===== src/rtl/alu_exec_unit.sv =====
// ---------------------------------------------------------------------------
// alu_exec_unit
//
// Execute-stage ALU. Logic and arithmetic operations complete in a single
// edge; shifts run on an iterative shifter that moves SHIFT_STEP bits per
// cycle under a start/busy/valid handshake. The result and the branch flags
// are registered and hold their value between completions.
//
// Parameters:
//   XLEN       - operand/result width, fixed at 32 (shift amount is b[4:0])
//   SHIFT_STEP - bits shifted per SHIFT cycle: 1, 2, 4 or 8
//
// Ports:
//   clk       in   1     rising-edge clock
//   rst_n     in   1     asynchronous active-low reset
//   i_start   in   1     operation request, sampled only in IDLE
//   i_alufn   in   4     operation code from ALU control
//   i_a       in   XLEN  operand A
//   i_b       in   XLEN  operand B (b[4:0] = shift amount for shifts)
//   o_result  out  XLEN  registered result, held until next completion
//   o_valid   out  1     one-cycle pulse when result/flags update
//   o_busy    out  1     high while a shift is in progress
//   o_zf      out  1     result == 0
//   o_sf      out  1     result[31]
//   o_cf      out  1     carry (ADD) / not-borrow (SUB), else 0
//   o_vf      out  1     signed overflow (ADD/SUB), else 0
// ---------------------------------------------------------------------------
module alu_exec_unit #(
    parameter int XLEN       = 32,
    parameter int SHIFT_STEP = 1
) (
    input  logic            clk,
    input  logic            rst_n,
    input  logic            i_start,
    input  logic [3:0]      i_alufn,
    input  logic [XLEN-1:0] i_a,
    input  logic [XLEN-1:0] i_b,
    output logic [XLEN-1:0] o_result,
    output logic            o_valid,
    output logic            o_busy,
    output logic            o_zf,
    output logic            o_sf,
    output logic            o_cf,
    output logic            o_vf
);

    // Only the documented configurations are buildable.
    generate
        if (XLEN != 32) begin : g_bad_xlen
            $error("alu_exec_unit: XLEN must be 32");
        end
        if (!((SHIFT_STEP == 1) || (SHIFT_STEP == 2) ||
              (SHIFT_STEP == 4) || (SHIFT_STEP == 8))) begin : g_bad_step
            $error("alu_exec_unit: SHIFT_STEP must be 1, 2, 4 or 8");
        end
    endgenerate

    // Operation codes
    localparam logic [3:0] OP_ADD  = 4'b0000;
    localparam logic [3:0] OP_SUB  = 4'b0001;
    localparam logic [3:0] OP_PASS = 4'b0011;
    localparam logic [3:0] OP_OR   = 4'b0100;
    localparam logic [3:0] OP_AND  = 4'b0101;
    localparam logic [3:0] OP_XOR  = 4'b0111;
    localparam logic [3:0] OP_SLL  = 4'b1000;
    localparam logic [3:0] OP_SRL  = 4'b1001;
    localparam logic [3:0] OP_SRA  = 4'b1010;
    localparam logic [3:0] OP_SLT  = 4'b1101;
    localparam logic [3:0] OP_SLTU = 4'b1111;

    // Internal shift-kind encoding latched at shift start
    localparam logic [1:0] SH_SLL = 2'd0;
    localparam logic [1:0] SH_SRL = 2'd1;
    localparam logic [1:0] SH_SRA = 2'd2;

    typedef enum logic [0:0] {
        ST_IDLE  = 1'b0,
        ST_SHIFT = 1'b1
    } state_t;

    state_t            r_state;
    state_t            w_next_state;

    // Shift datapath state
    logic [XLEN-1:0]   r_sh_val;
    logic [4:0]        r_sh_cnt;
    logic [1:0]        r_sh_op;
    logic              r_sh_fill;

    // Output registers
    logic [XLEN-1:0]   r_result;
    logic              r_valid;
    logic              r_busy;
    logic              r_zf;
    logic              r_sf;
    logic              r_cf;
    logic              r_vf;

    // Combinational signals
    logic [XLEN:0]     w_sum_add;
    logic [XLEN:0]     w_sum_sub;
    logic [XLEN-1:0]   w_alu_result;
    logic              w_alu_cf;
    logic              w_alu_vf;
    logic              w_is_shift;
    logic [4:0]        w_shamt;
    logic [1:0]        w_load_op;
    logic [XLEN-1:0]   w_shift_val;
    logic [4:0]        w_shift_cnt;
    logic              w_load;
    logic              w_done;
    logic [XLEN-1:0]   w_done_result;
    logic              w_done_cf;
    logic              w_done_vf;

    // SUB is a + ~b + 1 so bit XLEN is the not-borrow (1 iff a >= b unsigned).
    assign w_sum_add = {1'b0, i_a} + {1'b0, i_b};
    assign w_sum_sub = {1'b0, i_a} + {1'b0, ~i_b} + {{XLEN{1'b0}}, 1'b1};
    assign w_shamt   = i_b[4:0];

    // Shift-op decode and mapping to the internal shift-kind encoding
    always_comb begin
        w_is_shift = 1'b0;
        w_load_op  = SH_SLL;
        case (i_alufn)
            OP_SLL: begin
                w_is_shift = 1'b1;
                w_load_op  = SH_SLL;
            end
            OP_SRL: begin
                w_is_shift = 1'b1;
                w_load_op  = SH_SRL;
            end
            OP_SRA: begin
                w_is_shift = 1'b1;
                w_load_op  = SH_SRA;
            end
            default: begin
                w_is_shift = 1'b0;
                w_load_op  = SH_SLL;
            end
        endcase
    end

    // Single-cycle ALU: result and carry/overflow for every non-iterative op.
    // Shift codes reach here only with a zero shift amount, so they pass a.
    always_comb begin
        w_alu_result = {XLEN{1'b0}};
        w_alu_cf     = 1'b0;
        w_alu_vf     = 1'b0;
        case (i_alufn)
            OP_ADD: begin
                w_alu_result = w_sum_add[XLEN-1:0];
                w_alu_cf     = w_sum_add[XLEN];
                w_alu_vf     = (i_a[XLEN-1] == i_b[XLEN-1]) &&
                               (w_sum_add[XLEN-1] != i_a[XLEN-1]);
            end
            OP_SUB: begin
                w_alu_result = w_sum_sub[XLEN-1:0];
                w_alu_cf     = w_sum_sub[XLEN];
                w_alu_vf     = (i_a[XLEN-1] != i_b[XLEN-1]) &&
                               (w_sum_sub[XLEN-1] != i_a[XLEN-1]);
            end
            OP_PASS: w_alu_result = i_b;
            OP_OR:   w_alu_result = i_a | i_b;
            OP_AND:  w_alu_result = i_a & i_b;
            OP_XOR:  w_alu_result = i_a ^ i_b;
            OP_SLL:  w_alu_result = i_a;
            OP_SRL:  w_alu_result = i_a;
            OP_SRA:  w_alu_result = i_a;
            OP_SLT:  w_alu_result = {{(XLEN-1){1'b0}}, ($signed(i_a) < $signed(i_b))};
            OP_SLTU: w_alu_result = {{(XLEN-1){1'b0}}, (i_a < i_b)};
            default: w_alu_result = {XLEN{1'b0}};
        endcase
    end

    // One SHIFT cycle: up to SHIFT_STEP single-bit moves, stopping when the
    // remaining count runs out so the step is min(SHIFT_STEP, cnt).
    always_comb begin
        w_shift_val = r_sh_val;
        w_shift_cnt = r_sh_cnt;
        for (int i = 0; i < SHIFT_STEP; i++) begin
            if (w_shift_cnt != 5'd0) begin
                case (r_sh_op)
                    SH_SLL:  w_shift_val = {w_shift_val[XLEN-2:0], 1'b0};
                    SH_SRL:  w_shift_val = {1'b0, w_shift_val[XLEN-1:1]};
                    SH_SRA:  w_shift_val = {r_sh_fill, w_shift_val[XLEN-1:1]};
                    default: w_shift_val = w_shift_val;
                endcase
                w_shift_cnt = w_shift_cnt - 5'd1;
            end else begin
                w_shift_val = w_shift_val;
                w_shift_cnt = w_shift_cnt;
            end
        end
    end

    // FSM next state and completion selection
    always_comb begin
        w_next_state  = r_state;
        w_load        = 1'b0;
        w_done        = 1'b0;
        w_done_result = r_result;
        w_done_cf     = 1'b0;
        w_done_vf     = 1'b0;
        case (r_state)
            ST_IDLE: begin
                if (i_start) begin
                    if (w_is_shift && (w_shamt != 5'd0)) begin
                        w_next_state = ST_SHIFT;
                        w_load       = 1'b1;
                    end else begin
                        w_next_state  = ST_IDLE;
                        w_done        = 1'b1;
                        w_done_result = w_alu_result;
                        w_done_cf     = w_alu_cf;
                        w_done_vf     = w_alu_vf;
                    end
                end else begin
                    w_next_state = ST_IDLE;
                end
            end
            ST_SHIFT: begin
                // Start is ignored here; only the count decides progress.
                if (w_shift_cnt == 5'd0) begin
                    w_next_state  = ST_IDLE;
                    w_done        = 1'b1;
                    w_done_result = w_shift_val;
                end else begin
                    w_next_state = ST_SHIFT;
                end
            end
            default: begin
                w_next_state = ST_IDLE;
            end
        endcase
    end

    // FSM state register
    always_ff @(posedge clk or negedge rst_n) begin
        if (!rst_n) begin
            r_state <= ST_IDLE;
        end else begin
            r_state <= w_next_state;
        end
    end

    // Shift datapath: operands latched at start so inputs may change freely
    always_ff @(posedge clk or negedge rst_n) begin
        if (!rst_n) begin
            r_sh_val  <= {XLEN{1'b0}};
            r_sh_cnt  <= 5'd0;
            r_sh_op   <= SH_SLL;
            r_sh_fill <= 1'b0;
        end else if (w_load) begin
            r_sh_val  <= i_a;
            r_sh_cnt  <= w_shamt;
            r_sh_op   <= w_load_op;
            r_sh_fill <= i_a[XLEN-1];
        end else if (r_state == ST_SHIFT) begin
            r_sh_val  <= w_shift_val;
            r_sh_cnt  <= w_shift_cnt;
        end else begin
            r_sh_val  <= r_sh_val;
            r_sh_cnt  <= r_sh_cnt;
        end
    end

    // Result/flag registers, valid pulse and busy indicator
    always_ff @(posedge clk or negedge rst_n) begin
        if (!rst_n) begin
            r_result <= {XLEN{1'b0}};
            r_valid  <= 1'b0;
            r_busy   <= 1'b0;
            r_zf     <= 1'b1;
            r_sf     <= 1'b0;
            r_cf     <= 1'b0;
            r_vf     <= 1'b0;
        end else begin
            r_valid <= w_done;
            r_busy  <= (w_next_state == ST_SHIFT);
            if (w_done) begin
                r_result <= w_done_result;
                r_zf     <= (w_done_result == {XLEN{1'b0}});
                r_sf     <= w_done_result[XLEN-1];
                r_cf     <= w_done_cf;
                r_vf     <= w_done_vf;
            end else begin
                r_result <= r_result;
                r_zf     <= r_zf;
                r_sf     <= r_sf;
                r_cf     <= r_cf;
                r_vf     <= r_vf;
            end
        end
    end

    assign o_result = r_result;
    assign o_valid  = r_valid;
    assign o_busy   = r_busy;
    assign o_zf     = r_zf;
    assign o_sf     = r_sf;
    assign o_cf     = r_cf;
    assign o_vf     = r_vf;

endmodule

===== config.mk =====
export PLATFORM = sky130hd
export DESIGN_NAME = alu_exec_unit
export DESIGN_NICKNAME = d
export VERILOG_FILES = /design/src/rtl/alu_exec_unit.sv
export SDC_FILE = /design/constraint.sdc
export NUM_CORES = 1
export LEC_CHECK = 0
export CORE_MARGIN = 1.5
export CORE_UTILIZATION = 62
export CTS_BUF_LIST = sky130_fd_sc_hd__clkbuf_2
export DETAILED_ROUTE_END_ITERATION = 10
export PLACE_DENSITY_LB_ADDON = 0.25
export SETUP_SLACK_MARGIN = 0.1
export SLEW_MARGIN = 5
export SYNTH_ARGS = -nofsm -noshare
export SYNTH_HDL_FRONTEND = slang
export SYNTH_SLANG_ARGS = --single-unit

===== constraint.sdc =====
create_clock -name clk -period 7.75 [get_ports clk]
set_clock_uncertainty 0.1 [all_clocks]
set_input_delay 1.1625 -clock clk [delete_from_list [all_inputs] [get_ports clk]]
set_output_delay 1.1625 -clock clk [all_outputs]
set_load 0.03 [all_outputs]

Word level (Yosys, flattened, before mapping)
Cells that the tools add are included. Widths: inputs -> output; s select.

Bits in registers: 78. Output and inout port bits: 38. Input port bits: 71. Logic and storage cells: 80.

Reduce and logical (&&, ||, !) cells: 11. Equal/unequal tests: 16. Magnitude comparators: 2. Mux-type cells: 31. Bitwise gates (word level): 5. $add $sub $neg: 4.

Operators by type and width (number): $pmux 32 s9 (1); $mux 32 (6); $pmux 32 s3 (1); $add 32x32->33 (2); $lt 32x32->1 (2); $pmux 32 s2 (1); $add 33x1->33 const B (1); $and 32x32->32 (1); $logic_not 32->1 (1); $not 32->32 (1); $or 32x32->32 (1); $xor 32x32->32 (1); $eq 4x4->1 const B (5); $mux 5 (3); $mux 1 (14); $eq 4x3->1 const B (3); $reduce_bool 5->1 (2); $pmux 1 s2 (4); $logic_not 5->1 (1); $sub 5x1->5 const B (1); $eq 4x1->1 const B (1); $eq 4x2->1 const B (1); $logic_not 4->1 (1); $pmux 2 s2 (1); 9 further kinds (13).

Longest topological paths before layout
Word-level depth: 9. Mapped depth: 16. Depth with buffers taken out: 14.

Least setup slack after synthesis
No wires, ideal clock.

Path kind: input to register. From: in i_a[0]. To: reg r_zf (netlist: o_zf). Arrival time: 4.718 ns. Setup time: 0.097 ns. Path slack: 2.835 ns. Required time: 7.553 ns. Stages: 14. Buffers on the path: 0. Cells stage by stage: inv_1 ha_1 fa_1 o21bai_1 a211oi_2 nor3_1 o211ai_1 a2bb2oi_1 o221a_1 a221oi_1 or4b_1 or4_1 or4_1 o41ai_2.

Word-level cells in the longest chain between the ends: 7. Elaborated cells between the ends (all ways): 13. Classes of those cells: add/sub (3); order compare (2); mux (4); bitwise (3); reduce/logical (1).

RTL lines: start: declaration (RTL line 36) `input logic [XLEN-1:0] i_a,`; $add 32x32->33 (RTL line 118) `assign w_sum_sub = {1'b0, i_a} + {1'b0, ~i_b} + {{XLEN{1'b0}}, 1'b1};`; $add 33x1->33 (RTL line 118); $pmux 32 s9 * (RTL line 151) `case (i_alufn)`; $mux 32 * (RTL line 209) `if (w_is_shift && (w_shamt != 5'd0)) begin`; $mux 32 * (RTL line 208) `if (i_start) begin`; $pmux 32 s2 * (RTL line 206) `case (r_state)`; $logic_not 32->1 * (RTL line 284) `r_zf <= (w_done_result == {XLEN{1'b0}});`; end signal: assignment (RTL line 284); end signal: assignment (RTL line 290) `r_zf <= r_zf;`; end: declaration (RTL line 94) `logic r_zf;`.

Every way passes the cells marked *; elsewhere a longest branch is shown, timed or not. A chain may end at the register's enable or synchronous reset.

Worst setup path after layout
From: in i_alufn[3]. To: reg r_zf (netlist: o_zf).

Word-level cells in the longest chain between the ends: 8. Elaborated cells between the ends (all ways): 22. Classes of those cells: eq/ne (10); mux (8); reduce/logical (4).

RTL lines: start: declaration (RTL line 35) `input logic [3:0] i_alufn,`; branches (longest 8 deep; another with $pmux 32 s9).

Parallel ways; which one is timed is not known.

==> impl_metrics.env <==
export IMPL_outcome="complete, no violations"
export IMPL_cts_sinks=77
export IMPL_postCtsResizedCells=0
export IMPL_cts_buffers=9
export IMPL_gp_congestion=1.13
export IMPL_finalSetupTns_ns=0
export IMPL_critPathMaxFanout=25
export IMPL_setup_viol=0
export IMPL_max_slew_margin_pct=8.42
export IMPL_intPower_mw=1.44
export IMPL_start_kind="input port"
export IMPL_syn_avg_cell_area_um2=6.98
export IMPL_area_growth_pct=10.7
export IMPL_cpLargestDelayFamily="compound AO/OA/AOI/OAI gates"
export IMPL_cts_tree="done"
export IMPL_grt_overflow_total=0
export IMPL_synth_cell_types=90
export IMPL_cp_slowest_cell="clkdlybuf4s50_1"
export IMPL_worst_pin_slew_ns=1.34
export IMPL_placed_area_um2=12500
export IMPL_yosys_register_bits=77
export IMPL_ant_nets=0
export IMPL_clk_pin_slew_ns=0.19
export IMPL_crit_chain="clkdlybuf4s50_1 -> nand2b_1 -> nor2_1 -> a221o_1 -> a2111oi_0 -> o211ai_1 -> a221o_1 -> nor4_1 -> nand4_1 -> nor4_1 -> nand4bb_1 -> o41ai_2"
export IMPL_core_area_um2=18000
export IMPL_r2r_start="r_sh_cnt[0]"
export IMPL_synth_area_leader_cell="dfrtp_1"
export IMPL_synth_flop_cell="dfrtp_1"
export IMPL_dr_pass1_iters=7
export IMPL_max_stage_delay_ns=1.27
export IMPL_seq_power_share_pct=25.7
export IMPL_clkLatencyLatePin_ns=0.55
export IMPL_comb_power_share_pct=67.6
export IMPL_hpwl_mm=36.2
export IMPL_yosysWarnings=0
export IMPL_pre_cts_slack_ns=1.27
export IMPL_cp_startpoint="i_alufn[3]"
export IMPL_power_mw=3.16
export IMPL_synth_top_area_share_pct=16.7
export IMPL_wire_per_inst_um=25.7
export IMPL_grt_max_degree=78
export IMPL_p_leak_nw=5.19
export IMPL_grt_pass1_vias=12300
export IMPL_layoutNonFillerInstCount=1889
export IMPL_portBuffers=108
export IMPL_hold_viol=0
export IMPL_antenna_found_initial=3
export IMPL_placementRows=49
export IMPL_fillers=1474
export IMPL_crit_required_ns=8.11
export IMPL_min_delay_start="o_zf"
export IMPL_p_sw_share_pct=54.3
export IMPL_netlist_top_cells_area="dfrtp_1, ha_1, a21oi_1"
export IMPL_period_needed_ns=6.30
export IMPL_worstSetupPathType="in2reg"
export IMPL_cts_htree_levels=3
export IMPL_ir_drop_uv=346
export IMPL_max_freq_mhz=159
export IMPL_num_vias=14100
export IMPL_post_cts_buffers=0
export IMPL_clock_power_share_pct=6.6
export IMPL_end_kind="flop"
export IMPL_drive_above_1_share_pct=5.55
export IMPL_die_h_um=139
export IMPL_drc_errors=0
export IMPL_arrival_ns=6.66
export IMPL_maxSlewViolCount=0
export IMPL_die_w_um=139
export IMPL_setup_slack_ns=1.45
export IMPL_switching_power_mw=1.72
export IMPL_p_per_area_nw_per_um2=251
export IMPL_min_path_type="reg2reg"
export IMPL_grt_pass1_wl_mm=73.2
export IMPL_grt_usage_pct=48.6
export IMPL_dieArea_um2=19200
export IMPL_syn_num_nets=1801
export IMPL_postCtsHoldBufs=0
export IMPL_drv_cap=0
export IMPL_cts_root_buf="clkbuf_2"
export IMPL_postLayoutCellArea_um2=12600
export IMPL_finalCritPeriodShare_pct=81.3
export IMPL_drt_vias_per_instance=7.48
export IMPL_io_pins=109
export IMPL_netlist_instances=1631
export IMPL_fin_hold_ws_ns=0.423
export IMPL_first_iter_violations=2626
export IMPL_place_inst=1873
export IMPL_synth_edff_count=0
export IMPL_wirelength_mm=48.5
export IMPL_critPathBufInv=1
export IMPL_syn_cell_area_um2=11400
export IMPL_yosysSeqAreaShare_pct=16.9
export IMPL_cts_path_max_buffers=2
export IMPL_initial_core_util_pct=63.4
export IMPL_rsz0062_at_grt="no"
export IMPL_nNetsFinal=1825
export IMPL_finish_utilization_pct=70.2
export IMPL_async_reset_ff_share_pct=100
power by group through the flow:
stage	logic (mW)	registers (mW)	clock network [mW]
after floorplan	1.32	0.849	0
after global placement	1.99	0.796	0
after detailed placement	2.04	0.806	0
after CTS	2.05	0.797	0.207
after global routing	2.27	0.829	0.225
final	2.14	0.814	0.210
layout by cell type, fill, tap and decap left out, types with 8 or more instances in the layout:
cell             instances
mux2i_1                 16
a31oi_1                 19
a211oi_1                27
o21bai_1                 8
or3_1                   10
o22ai_1                 53
dfrtp_1                 75
clkdlybuf4s50_1        107
nor2_1                 157
o21ai_0                111
nand2_1                164
a21oi_1                146
nor4_1                  19
o21ai_1                  8
mux2_2                  22
a221o_1                  8
and3_1                  11
buf_4                   29
a221oi_1                27
and2_1                  14
o21a_1                  13
a22oi_1                 21
nand3_1                 41
inv_1                   98
o31ai_1                 15
clkbuf_2                12
xnor2_1                 25
o221ai_1                19
a21o_1                  12
o211ai_1                26
nand2b_1                22
nand4_1                 14
nor3_1                  47
ha_1                    97
nor2b_1                 27
area by class of cell:
type	instances	area [um2]	area share (%)
Multi-Input combinational cell	1329	8620	68.3
Sequential cell	77	1930	15.3
Timing Repair Buffer	136	1290	10.2
Inverter	102	383	3.04
Tap cell	229	287	2.27
Clock buffer	12	60.1	0.476
Clock inverter	3	37.5	0.298
Antenna cell	1	2.50	0.0199
flip-flops by register name (all words and copies together), names as in the netlist:
signal	count
r_sh_fill	1
o_result	32
r_sh_op	2
o_cf	1
o_zf	1
o_valid	1
r_sh_cnt	5
o_busy	1
r_sh_val	32
o_vf	1
cell families (layout without fill, tap and decap cells):
group	after synthesis	after routing	synth area share, %
AOI/OAI and AO/OA	596	596	34.6
and+or+nand+nor	566	566	23.7
buffers and inverters	225	253	7.69
adders and majority gates	99	99	11.0
DFF	77	77	16.9
muxes	39	39	3.78
xor gates and xnor gates	29	29	2.23
other	0	1	0
cell usage after synthesis, drive strengths merged, types with 8 or more instances:
cell type / count
a2111oi: 8
a211oi: 28
a21o: 12
a21oi: 147
a221o: 8
a221oi: 27
a22oi: 21
a31oi: 19
and2: 14
and3: 11
buf: 33
clkbuf: 90
dfrtp: 76
ha: 97
inv: 102
mux2: 22
mux2i: 16
nand2: 165
nand2b: 22
nand3: 41
nand4: 14
nor2: 157
nor2b: 27
nor3: 47
nor4: 20
o211ai: 26
o21a: 13
o21ai: 120
o21bai: 8
o221ai: 19
o22ai: 53
o31ai: 15
or3: 10
xnor2: 25
layer usage:
metal	GRT usage (%)	part of all wire (%)	vias to the layer above
li1	-	-	6088
met1	67.9	38	6502
met2	68.6	40	1311
met3	17.2	17	230
met4	18.4	4.7	4
met5	0	0.047	-
worst reg2reg max path: stages, from the launching register on:
cell and delay [ns]:
dfrtp_1 0.48, inv_1 0.09, ha_1 0.26, or4b_4 0.46, nand2_1 0.61, o22ai_1 0.29
a21oi_1 0.12, o21ai_1 0.21, o211ai_1 0.12, or3_1 0.39, or4b_1 0.55, or4_1 0.40
or4_1 0.53, o41ai_2 0.32
worst paths after layout:
kind / to / slack (ns) / depth (start not counted)
worst min-delay path: o_zf / 0.42 / 2
max in group asynchronous: o_busy / 6.18 / 1
worst max register to register: o_zf / 2.74 / 13
worst min register to register: o_zf / 0.42 / 2
worst max-delay path: o_zf / 1.45 / 12
min in group asynchronous: r_sh_val[0] / 0.64 / 1
Note: power is estimated with default switching activity, not from simulation.
